[src/rtl/tone_rom_reader_pkg.sv]
// tone_rom_reader_pkg: shared widths and response record for the tone ROM reader (TONE_OCTAVE_SHIFT_EN adds the shift width use)
package tone_rom_reader_pkg;
  localparam int NOTE_W = 8;
  localparam int PHASE_W = 24;
  localparam int VOICE_W = 5;
  localparam int SHIFT_W = 3;
  localparam int FIFO_DEPTH = 4;
  typedef struct packed {
    logic [VOICE_W-1:0] voice;
    logic [PHASE_W-1:0] inc;
  } tone_rsp_t;
endpackage

[src/rtl/tone_rom_reader_if.sv]
// tone_rom_reader_if: request, ROM and response signals of the reader; req_shift exists only with TONE_OCTAVE_SHIFT_EN
interface tone_rom_reader_if;
  import tone_rom_reader_pkg::*;
  logic req_valid;
  logic req_ready;
  logic [NOTE_W-1:0] req_note;
  logic [VOICE_W-1:0] req_voice;
`ifdef TONE_OCTAVE_SHIFT_EN
  logic [SHIFT_W-1:0] req_shift;
`endif
  logic [NOTE_W-1:0] rom_addr;
  logic [PHASE_W-1:0] rom_q;
  logic rsp_valid;
  logic rsp_ready;
  logic [PHASE_W-1:0] rsp_inc;
  logic [VOICE_W-1:0] rsp_voice;
`ifdef TONE_OCTAVE_SHIFT_EN
  modport master (input req_valid, req_note, req_voice, req_shift, rom_q, rsp_ready,
                  output req_ready, rom_addr, rsp_valid, rsp_inc, rsp_voice);
  modport slave (output req_valid, req_note, req_voice, req_shift, rom_q, rsp_ready,
                 input req_ready, rom_addr, rsp_valid, rsp_inc, rsp_voice);
`else
  modport master (input req_valid, req_note, req_voice, rom_q, rsp_ready,
                  output req_ready, rom_addr, rsp_valid, rsp_inc, rsp_voice);
  modport slave (output req_valid, req_note, req_voice, rom_q, rsp_ready,
                 input req_ready, rom_addr, rsp_valid, rsp_inc, rsp_voice);
`endif
endinterface

[src/rtl/tone_rom_reader_fifo.sv]
// tone_rom_reader_fifo: show-ahead sync FIFO of tone responses with wrap-bit pointers
module tone_rom_reader_fifo
  import tone_rom_reader_pkg::*;
#(
  parameter int DEPTH = FIFO_DEPTH
) (
  input  logic      clk,
  input  logic      reset,
  input  logic      push,
  input  logic      pop,
  input  tone_rsp_t wdata,
  output tone_rsp_t rdata,
  output logic      full,
  output logic      empty
);
  localparam int AW = $clog2(DEPTH);
  tone_rsp_t mem [DEPTH];
  logic [AW:0] wp, rp;
  assign empty = wp == rp;
  assign full = (wp[AW] != rp[AW]) && (wp[AW-1:0] == rp[AW-1:0]);
  assign rdata = empty ? '0 : mem[rp[AW-1:0]];
  // pointer advance; contents are discarded on reset by clearing both pointers
  always_ff @(posedge clk or posedge reset) begin
    if (reset) begin
      wp <= '0;
      rp <= '0;
    end else begin
      wp <= wp + (AW+1)'(push);
      rp <= rp + (AW+1)'(pop);
    end
  end
  // storage write, no reset needed since reads are masked while empty
  always_ff @(posedge clk) if (push) mem[wp[AW-1:0]] <= wdata;
endmodule

[src/rtl/tone_rom_reader.sv]
// tone_rom_reader: ROM read initiator with 2-stage latency tracking and credit-protected response FIFO (TONE_OCTAVE_SHIFT_EN: per-request octave shift)
module tone_rom_reader
  import tone_rom_reader_pkg::*;
#(
  parameter int DEPTH = FIFO_DEPTH
) (
  input logic clk,
  input logic reset,
  tone_rom_reader_if.master bus
);
  localparam int CW = $clog2(DEPTH + 1);
  logic [CW-1:0] used;
  logic accept, pop, push, full, empty;
  logic s1_valid, s2_valid;
  logic [VOICE_W-1:0] s1_voice, s2_voice;
  logic [PHASE_W-1:0] inc;
  tone_rsp_t head;
  assign accept = bus.req_valid && bus.req_ready;
  assign pop = bus.rsp_valid && bus.rsp_ready;
  assign push = s2_valid && (!full || pop);
  assign bus.req_ready = !reset && (used < CW'(DEPTH));
  assign bus.rsp_valid = !empty;
  assign bus.rsp_inc = head.inc;
  assign bus.rsp_voice = head.voice;
`ifdef TONE_OCTAVE_SHIFT_EN
  logic [SHIFT_W-1:0] s1_shift, s2_shift;
  assign inc = bus.rom_q >> s2_shift;
  // shift travels alongside the voice tag to line up with the ROM data
  always_ff @(posedge clk or posedge reset) begin
    if (reset) begin
      s1_shift <= '0;
      s2_shift <= '0;
    end else begin
      s1_shift <= accept ? bus.req_shift : s1_shift;
      s2_shift <= s1_shift;
    end
  end
`else
  assign inc = bus.rom_q;
`endif
  // credits cover every slot reserved from accept until the response is popped
  always_ff @(posedge clk or posedge reset) begin
    if (reset) used <= '0;
    else used <= used + CW'(accept) - CW'(pop);
  end
  // address is only updated on accept so the ROM input never toggles idly
  always_ff @(posedge clk or posedge reset) begin
    if (reset) begin
      bus.rom_addr <= '0;
      s1_valid <= 1'b0;
      s1_voice <= '0;
      s2_valid <= 1'b0;
      s2_voice <= '0;
    end else begin
      bus.rom_addr <= accept ? bus.req_note : bus.rom_addr;
      s1_valid <= accept;
      s1_voice <= accept ? bus.req_voice : s1_voice;
      s2_valid <= s1_valid;
      s2_voice <= s1_voice;
    end
  end
  tone_rom_reader_fifo #(.DEPTH(DEPTH)) u_fifo (
    .clk(clk),
    .reset(reset),
    .push(push),
    .pop(pop),
    .wdata('{voice: s2_voice, inc: inc}),
    .rdata(head),
    .full(full),
    .empty(empty)
  );
endmodule

[src/flat_wrapper.sv]
// flat-port wrapper written by rule: the top's interface ports become plain ports
module tone_rom_reader_flat import tone_rom_reader_pkg::*;
#(
  parameter int DEPTH = FIFO_DEPTH
)
  (clk, reset, bus_req_valid, bus_req_note, bus_req_voice, bus_rom_q, bus_rsp_ready, bus_req_ready, bus_rom_addr, bus_rsp_valid, bus_rsp_inc, bus_rsp_voice);
  tone_rom_reader_if bus_i ();
  input logic clk;
  input logic reset;
  input wire logic [$bits(bus_i.req_valid)-1:0] bus_req_valid;
  input wire logic [$bits(bus_i.req_note)-1:0] bus_req_note;
  input wire logic [$bits(bus_i.req_voice)-1:0] bus_req_voice;
  input wire logic [$bits(bus_i.rom_q)-1:0] bus_rom_q;
  input wire logic [$bits(bus_i.rsp_ready)-1:0] bus_rsp_ready;
  output wire logic [$bits(bus_i.req_ready)-1:0] bus_req_ready;
  output wire logic [$bits(bus_i.rom_addr)-1:0] bus_rom_addr;
  output wire logic [$bits(bus_i.rsp_valid)-1:0] bus_rsp_valid;
  output wire logic [$bits(bus_i.rsp_inc)-1:0] bus_rsp_inc;
  output wire logic [$bits(bus_i.rsp_voice)-1:0] bus_rsp_voice;
  assign bus_i.req_valid = bus_req_valid;
  assign bus_i.req_note = bus_req_note;
  assign bus_i.req_voice = bus_req_voice;
  assign bus_i.rom_q = bus_rom_q;
  assign bus_i.rsp_ready = bus_rsp_ready;
  assign bus_req_ready = bus_i.req_ready;
  assign bus_rom_addr = bus_i.rom_addr;
  assign bus_rsp_valid = bus_i.rsp_valid;
  assign bus_rsp_inc = bus_i.rsp_inc;
  assign bus_rsp_voice = bus_i.rsp_voice;
  tone_rom_reader #(.DEPTH(DEPTH)) u_core (.clk(clk), .reset(reset), .bus(bus_i));
endmodule
[config.mk]
export PLATFORM = sky130hd
export DESIGN_NAME = tone_rom_reader_flat
export DESIGN_NICKNAME = d
export VERILOG_FILES = /design/src/rtl/tone_rom_reader_pkg.sv /design/src/rtl/tone_rom_reader_if.sv /design/src/rtl/tone_rom_reader_fifo.sv /design/src/rtl/tone_rom_reader.sv /design/src/flat_wrapper.sv
export SDC_FILE = /design/constraint.sdc
export NUM_CORES = 1
export LEC_CHECK = 0
export CAP_MARGIN = 20
export CORE_ASPECT_RATIO = 1.5
export CORE_MARGIN = 10
export CORE_UTILIZATION = 54
export DETAILED_ROUTE_END_ITERATION = 8
export DONT_BUFFER_PORTS = 1
export PLACE_DENSITY_LB_ADDON = 0.2
export SLEW_MARGIN = 15
export SYNTH_ARGS = -nofsm -noshare
export SYNTH_HDL_FRONTEND = slang
export SYNTH_SLANG_ARGS = --single-unit
[constraint.sdc]
create_clock -name clk -period 11.8 [get_ports clk]
set_clock_uncertainty 0.2 [all_clocks]
set_input_delay 2.36 -clock clk [delete_from_list [all_inputs] [get_ports clk]]
set_output_delay 2.36 -clock clk [all_outputs]
set_load 0.05 [all_outputs]
==> Word-level counts from Yosys, hierarchy flattened <==
Memories as Yosys holds them, arrays and structs flattened.
Cells that the tools add are included.
{ "word_totals": {"mem_count": 1, "wordCells": 29, "input_bits": 41, "mem_bits_rw": 116, "ff_bits": 29, "output_inout_bits": 39} }
{ "mem_list": {"columns": ["memory", "words", "width", "read_ports", "rd_clocked_by_memory_dff", "wr", "line_no", "text"], "rows": [
  ["u_core.u_fifo.mem", 4, 29, 1, 0, 1, "tone_rom_reader_fifo.sv:17", "tone_rsp_t mem [DEPTH];"]
]} }
{ "op_classes": {"n_reduce_logical": 9, "muxes": 3, "order_cmp": 1, "n_eq_ne": 3, "n_addsub": 4} }
{ "op_table": {"columns": ["op", "count"], "rows": [
  ["29-bit 2-to-1 mux", 1],
  ["3-bit by 1-bit adder with 3-bit output", 3],
  ["1-bit logical AND", 5],
  ["3-bit == test", 1],
  ["1-bit zero test", 3],
  ["3-bit less-than comparator, second input constant", 1],
  ["3-bit by 1-bit subtractor with 3-bit output", 1],
  ["2-bit == test", 1],
  ["1-bit 2-to-1 mux", 2],
  ["1-bit logical OR", 1],
  ["1-bit != test", 1]
]} }

==> Logic depth before layout (Yosys ltp) <==
Gate-level depths: netlist of run 1.
{ "depth": {"word_depth": 7, "ltp_mapped": 10, "depth_no_buf": 9} }

==> By module <==
A second synthesis of run 1 with hierarchy kept.
{ "unflattened": {"hier_cells": 266, "area_unflattened_um2": 5708.0} }
{ "by_module_without_submodules": {"columns": ["module", "cells_per_inst", "n_inst", "area_each_um2", "seq_area_each_um2"], "rows": [
  ["tone_rom_reader_fifo", 213, 1, 4810.9, 3633.5],
  ["tone_rom_reader", 53, 1, 897.1, 575.6]
]} }

==> Least setup slack after synthesis of run 1 <==
OpenSTA, ideal clock, no wires.
{ "synth_path": {"path_kind": "in2reg", "start": "in bus_rsp_ready", "end": "mem u_core.u_fifo.mem[0][0] (netlist bit) (enable)", "stages": 2, "path_buffers": 0, "setup_time_ns": 0.498, "slack_ns": 5.641, "t_required_ns": 11.102, "arrival_time_ns": 5.460, "cell_sequence": "nor4_1 > nor4b_1"} }
{ "synth_via": {"elab_chain_len": 5} }
{ "synth_rtl": {"columns": ["element", "line_no", "text"], "rows": [
  ["start, declared", "flat_wrapper.sv:14", "input wire logic [$bits(bus_i.rsp_ready)-1:0] bus_rsp_ready;"],
  ["1-bit logical AND", "tone_rom_reader.sv:19", "assign pop = bus.rsp_valid && bus.rsp_ready;"],
  ["1-bit logical OR", "tone_rom_reader.sv:20", "assign push = s2_valid && (!full || pop);"],
  ["1-bit logical AND", "tone_rom_reader.sv:20", null],
  ["1-bit 2-to-1 mux", "tone_rom_reader_fifo.sv:33", "always_ff @(posedge clk) if (push) mem[wp[AW-1:0]] <= wdata;"],
  ["1-bit 2-to-1 mux (not written as such)", "tone_rom_reader_fifo.sv:33", null],
  ["end, declared", "tone_rom_reader_fifo.sv:17", null]
]} }
No other way between the ends.

==> Worst setup path in the final report of run 1 <==
{ "layout_path": {"start": "in reset", "end": "out bus_req_ready"} }
{ "layout_via": {"elab_chain_len": 2} }
{ "layout_rtl": {"columns": ["element", "line_no", "text"], "rows": [
  ["start, declared", "flat_wrapper.sv:9", "input logic reset;"],
  ["1-bit zero test", "tone_rom_reader.sv:21", "assign bus.req_ready = !reset && (used < CW'(DEPTH));"],
  ["1-bit logical AND", "tone_rom_reader.sv:21", null],
  ["end, declared", "flat_wrapper.sv:15", "output wire logic [$bits(bus_i.req_ready)-1:0] bus_req_ready;"]
]} }
No other way between the ends.

==> impl_results.md, run 1 <==
* Input/output buffers at 0
* Avg Inst Size Synth at 21.1 um2
* Dominant cell type by area after synthesis: edfxtp_1
* Fill count at 710
* Worst Slack Setup Final at 6.18 ns
* CTS Buf Count at 17
* Met2 Track Usage GR at 20.8%
* Design area at 0.00644 mm2
* CTS tree: done
* Setup CP Type: in2out
* DR iter-0 viols at 82
* Total number of vias at 2378
* Die width at 104 um
* HPWL after DPL at 5.68 mm
* Post-Place Worst Slack at 6.17 ns
* CP max stage cell: nor2_1
* Gr usage total at 12.9%
* MaxCap Viol Count at 0
* Hold Startpoint: u_core.s1_valid
* Slew Limit Fails at 0
* Outcome: finished, final reports clean
* Via-to-Cell Ratio at 5.45
* Postcts setup bufs at 0
* Largest net degree at the start of global routing at 36
* Critical Path Max Stage Delay at 0.70 ns
* Top Family by Delay on Critical Path: simple AND/OR/NAND/NOR gates
* Share of layout cells above drive strength 1 at 28.1%
* Pre-antenna DRT Iters at 4
* Initial antenna violation count at 0
* Fmax at 178 MHz
* Synth unique cells at 28
* Clock Latency Late Sink at 0.41 ns
* Arrival time at the worst endpoint at 3.06 ns
* CP bufs+invs at 0
* Final hold vios at 0
* Worst Path Required at 9.24 ns
* Post-DRT Antenna Nets at 0
* Final #Nets at 329
* Worst Hold Class: reg2reg
* First-pass GRT wire length at 14.6 mm
* Synthesized netlist cell count at 268
* H-tree levels at 4
* Most frequent cell after synthesis: edfxtp_1
* Post-synth top cells: 116 x edfxtp_1, 29 x dfrtp_1, 26 x mux4_2
* Register bit total from synthesis at 145
* Root cell of the clock tree: clkbuf_16
* Placeable core area at 0.0102 mm2
* CP Cell Sequence: nor2_1
* Synth Net Count at 315
* Clock Sinks at 145
* Layout area overhead at 13.9%
* Cts hold-fix bufs at 0
* IO Count at 80
* Vias in the first global route at 2665
* Finished Layout Cells at 436
* CP max FO at 2
* Row cnt at 45
* Least-Margin Pin Slew at 0.991 ns
* Top Usage Layer GRT: met2
* Placed Instance Area at 0.00584 mm2
* Synth top area cells: edfxtp_1 62%, dfrtp_1 13%, mux4_2 10%, nor2b_1 2.5%, mux2_2 1.8%
* Routed WL at 9.15 mm
* Cells after DPL at 403
* Post-route clock period utilization at 47.6%
* Longest Clk Path Bufs at 2
* Met3 Use GR at 6.91%
* Unrepaired setup endpoints after global routing: false
* Minimum clock period at 5.62 ns
* XOR/XNOR Fraction of Synth Area at 1.39%
* GRT met1 Usage at 13.9%
* Final setup violation count at 0
* CP Launch Type: input port
* Multiplexer area fraction after synthesis at 14.3%
* Mapped Area at 0.00566 mm2
* Initial Util at 55.5%
* DRC Markers at 0
* Setup TNS at 0 ns
* EDFF count, synth at 116
* Synth Area in Compound Gates at 0.796%
* Synth Area in Adders at 1.46%
* Critical path origin: reset
* Clock slew at reported path FFs at 0.06 ns
* Post-synthesis sequential area ratio at 74.4%
* DIE AREA at 0.0151 mm2
* Top cell type's share of synthesized area at 61.6%
* Worst setup EP type: output port
* Routed WL per cell at 21.0 um
* Synth Area in Simple Gates at 5.04%
* Gpl congestion at 0.731
* Asr flop ratio synth at 20.0%
* Slew headroom at 33.8%
* Post-CTS Resized at 0
* Main synth FF type: edfxtp_1
* Largest family of logic cells by synthesized area: multiplexers
* Worst r2r src: u_core.u_fifo.rp[1]
* Synth warn at 0
* Global route total overflow at 0
* # diodes at 0
* Die height at 145 um
layout by cell type, fill, tap and decap left out:
cell type / n
buf_4: 7
clkinvlp_4: 2
clkinv_1: 3
clkinv_2: 3
inv_1: 9
o31ai_2: 1
mux4_1: 3
xnor2_1: 3
dfrtp_2: 2
mux4_2: 26
clkbuf_1: 3
nor2b_4: 6
bufinv_16: 3
nand3b_1: 1
nor3_4: 1
a311oi_4: 1
ha_1: 5
xor2_1: 6
nor2b_1: 23
a31oi_4: 2
edfxtp_1: 116
nor4_1: 1
nor4b_2: 1
dfrtp_1: 27
nor2_1: 3
and2_1: 1
nand3_1: 1
o41a_1: 1
buf_16: 1
nand2_1: 1
fa_1: 1
mux2_1: 4
mux2_2: 9
inv_6: 1
clkbuf_16: 17
logic make-up after synthesis:
family                     after synthesis
DFF                                    145
AOI/OAI and AO/OA                        5
adders and majority gates                6
buffers and inverters                   22
muxes                                   42
and+or+nand+nor                         39
xor gates and xnor gates                 9
per-layer routing:
metal	part of all wire, %	routed length, um	vias to the layer above
met5	0	0	-
met3	8.0	728	10
met4	1.1	98	0
met1	39	3570	1227
li1	-	-	1074
met2	52	4760	67
flip-flops by register name (all words and copies together), names as in the netlist:
name and cells:
u_core.s2_voice 5, u_core.s1_valid 1, u_core.s2_valid 1, u_core.used 3
u_core.u_fifo.wp 3, u_core.u_fifo.mem 116, u_core.bus.rom_addr 8, u_core.s1_voice 5
u_core.u_fifo.rp 3
final timing paths:
kind / depth (start not counted) / slack, ns / to
setup / recovery: 1 / 6.18 / bus_req_ready
hold / removal: 0 / 0.15 / u_core.s2_valid
setup reg to reg: 9 / 8.57 / u_core.used[2]
hold reg to reg: 0 / 0.15 / u_core.s2_valid
max in group asynchronous: 2 / 9.30 / u_core.u_fifo.rp[0]
min in group asynchronous: 1 / 1.64 / u_core.used[1]
cell type report:
cell class	instances	area, um2	share of cell area (%)
flip-flops and latches	145	4210	65.4
multi-input cells	101	1360	21.2
clock buffers	20	437	6.78
well taps	141	176	2.74
clock inverters	12	140	2.18
repair buffers	8	80.1	1.24
inverters	9	33.8	0.524
per-stage QoR:
stage | hold slack, ns | utilization (%)
final | 0.147 | 63.2
after global routing | 0.149 | 63.2
after CTS | 0.148 | 62.9
after detailed placement | 0.135 | 57.3
after global placement | 0.135 | 57.3
after floorplan | 0.131 | -
Power of run 1 is not shown: default switching activity piles up to over one toggle a cycle in this logic, so the estimate is an artifact.
==> run 2: changes to the inputs <==
clock period = 4.8 ns   (was 11.8 ns; I/O delays follow)
==> run 2 against run 1 <==
  * Critical path depth grew 4
  * Core utilization grew 1.2 points
  * Worst setup slack worse by 5.1 ns
  * Wire length increased by 4.4%
  * Cell count up 2.5%
  * First-iteration DRC count fell by 35%
  * Worst hold slack improved by 0.0027 ns
  * Clock-buffer cell count grew 7
  * Register-to-register slack lost 6.4 ns
  * Critical path type is now reg2out
  * Largest cell class unchanged
==> impl_results.md, run 2 (synthesis results as in run 1) <==
* Outcome: finished, final reports clean
* DIE AREA at 0.0151 mm2 (unchanged)
* Input/output buffers at 0 (unchanged)
* Die width at 104 um (unchanged)
* CP Launch Type: flip-flop
* Cts hold-fix bufs at 0 (unchanged)
* Worst setup EP type: output port
* Largest register FFs at 116 (unchanged)
* # diodes at 0 (unchanged)
* Final hold vios at 0 (unchanged)
* Clock Latency Late Sink at 0.41 ns (about the same)
* Slew Limit Fails at 0 (unchanged)
* CP max FO at 20 (+18)
* H-tree levels at 4 (unchanged)
* Clock slew at reported path FFs at 0.06 ns (about the same)
* Slew headroom at 32.2% (-1.6 points)
* Setup TNS at 0 ns (unchanged)
* Fmax at 266 MHz
* Total number of vias at 2417 (+1.6%)
* Gpl congestion at 0.720 (-1.5%)
* Routed WL at 9.56 mm (+4.4%)
* Layout area overhead at 16.1%
* Placeable core area at 0.0102 mm2 (unchanged)
* Initial antenna violation count at 0 (unchanged)
* Least-Margin Pin Slew at 1.01 ns (+0.0237 ns)
* Post-DRT Antenna Nets at 0 (unchanged)
* Worst Hold Class: reg2reg
* Die height at 145 um (unchanged)
* Initial Util at 55.5% (unchanged)
* Vias in the first global route at 2734 (+2.6%)
* Row cnt at 45 (unchanged)
* CTS Buf Count at 17 (unchanged)
* Worst Path Required at 3.64 ns (-5.60 ns)
* Global route total overflow at 0 (unchanged)
* Share of layout cells above drive strength 1 at 31.7% (+3.6 points)
* Final #Nets at 340 (+3.3%)
* Cells after DPL at 414 (+2.7%)
* Root cell of the clock tree: clkbuf_16
* First-pass GRT wire length at 14.9 mm (+2.3%)
* Gr usage total at 13.2% (+0.31 points)
* Via-to-Cell Ratio at 5.41 (-0.86%)
* Arrival time at the worst endpoint at 2.60 ns (-0.46 ns)
* Post-CTS Resized at 0 (unchanged)
* Clock Sinks at 145 (unchanged)
* CTS tree: done
* DRC Markers at 0 (unchanged)
* Finished Layout Cells at 447 (+2.5%)
* IO Count at 80 (unchanged)
* Most frequent cells in the layout: 116 x edfxtp_1, 27 x dfrtp_1, 26 x mux4_2
* MaxCap Viol Count at 0 (unchanged)
* Pre-antenna DRT Iters at 4 (unchanged)
* DR iter-0 viols at 53 (-35%)
* Postcts setup bufs at 0 (unchanged)
* Most common cell after layout, fill and taps aside: edfxtp_1
* Unrepaired setup endpoints after global routing: false
* HPWL after DPL at 5.92 mm (+4.2%)
* Final setup violation count at 0 (unchanged)
* Largest net degree at the start of global routing at 35 (-2.8%)
* Routed WL per cell at 21.4 um (+1.8%)
* Longest Clk Path Bufs at 2 (unchanged)
* Post-route clock period utilization at 78.3%
* Setup CP Type: reg2out
* Minimum clock period at 3.76 ns
==> run 2: changes by cell type in the layout (fill, tap and decap cells not counted), sizes merged <==
cell	previous run	this run
buf	8	19
clkbuf	20	27
bufinv	3	0
clkinv	6	3
clkinvlp	2	0
inv	10	11
==> run 2: critical path, cell delays in order, from the launching register on <==
cell and delay [ns]:
dfrtp_1 0.47, xor2_1 0.24, nor3_4 0.83, buf_4 0.38, nor2b_1 0.07, buf_4 0.19
==> run 2: final timing paths <==
path,end,slack (ns),startpoint,cells after the start
hold reg to reg,u_core.s2_valid,0.15,u_core.s1_valid,0
max in group asynchronous,u_core.s2_voice[2],3.76,reset,2
min in group asynchronous,u_core.s1_voice[4],0.21,reset,1
setup reg to reg,u_core.used[2],2.18,u_core.u_fifo.wp[0],9
hold / removal,u_core.s2_valid,0.15,u_core.s1_valid,0
setup / recovery,bus_rsp_inc[16],1.04,u_core.u_fifo.wp[0],5
==> run 2: metal layers <==
metal / GRT usage (%) / up-vias / routed length [um]
met1: 13.4 / 1233 / 3530
met3: 6.82 / 14 / 781
met4: 5.81 / 0 / 152
li1: - / 1101 / -
met5: 0 / - / 0
met2: 22.1 / 69 / 5090
==> run 2: layout make-up <==
| type | count | area (um2) |
|---|---|---|
| fillers | 686 | 3620 |
| clock buffers | 27 | 589 |
| flip-flops and latches | 145 | 4210 |
| repair buffers | 19 | 163 |
| inverters | 9 | 33.8 |
| well taps | 141 | 176 |
| multi-input cells | 101 | 1360 |
| clock inverters | 5 | 31.3 |
==> run 2: per-stage QoR <==
step	hold WS [ns]	instance area [um2]	setup slack, ns	utilization [%]
global placement	0.135	5920	1.46	58.1
detailed placement	0.138	5920	1.41	58.1
CTS	0.151	6540	0.953	64.2
global route	0.165	6570	0.838	64.4
finish	0.149	6570	1.04	64.4
floorplan	0.131	5660	0.0411	-
Power of run 2 is left out for the same reason.
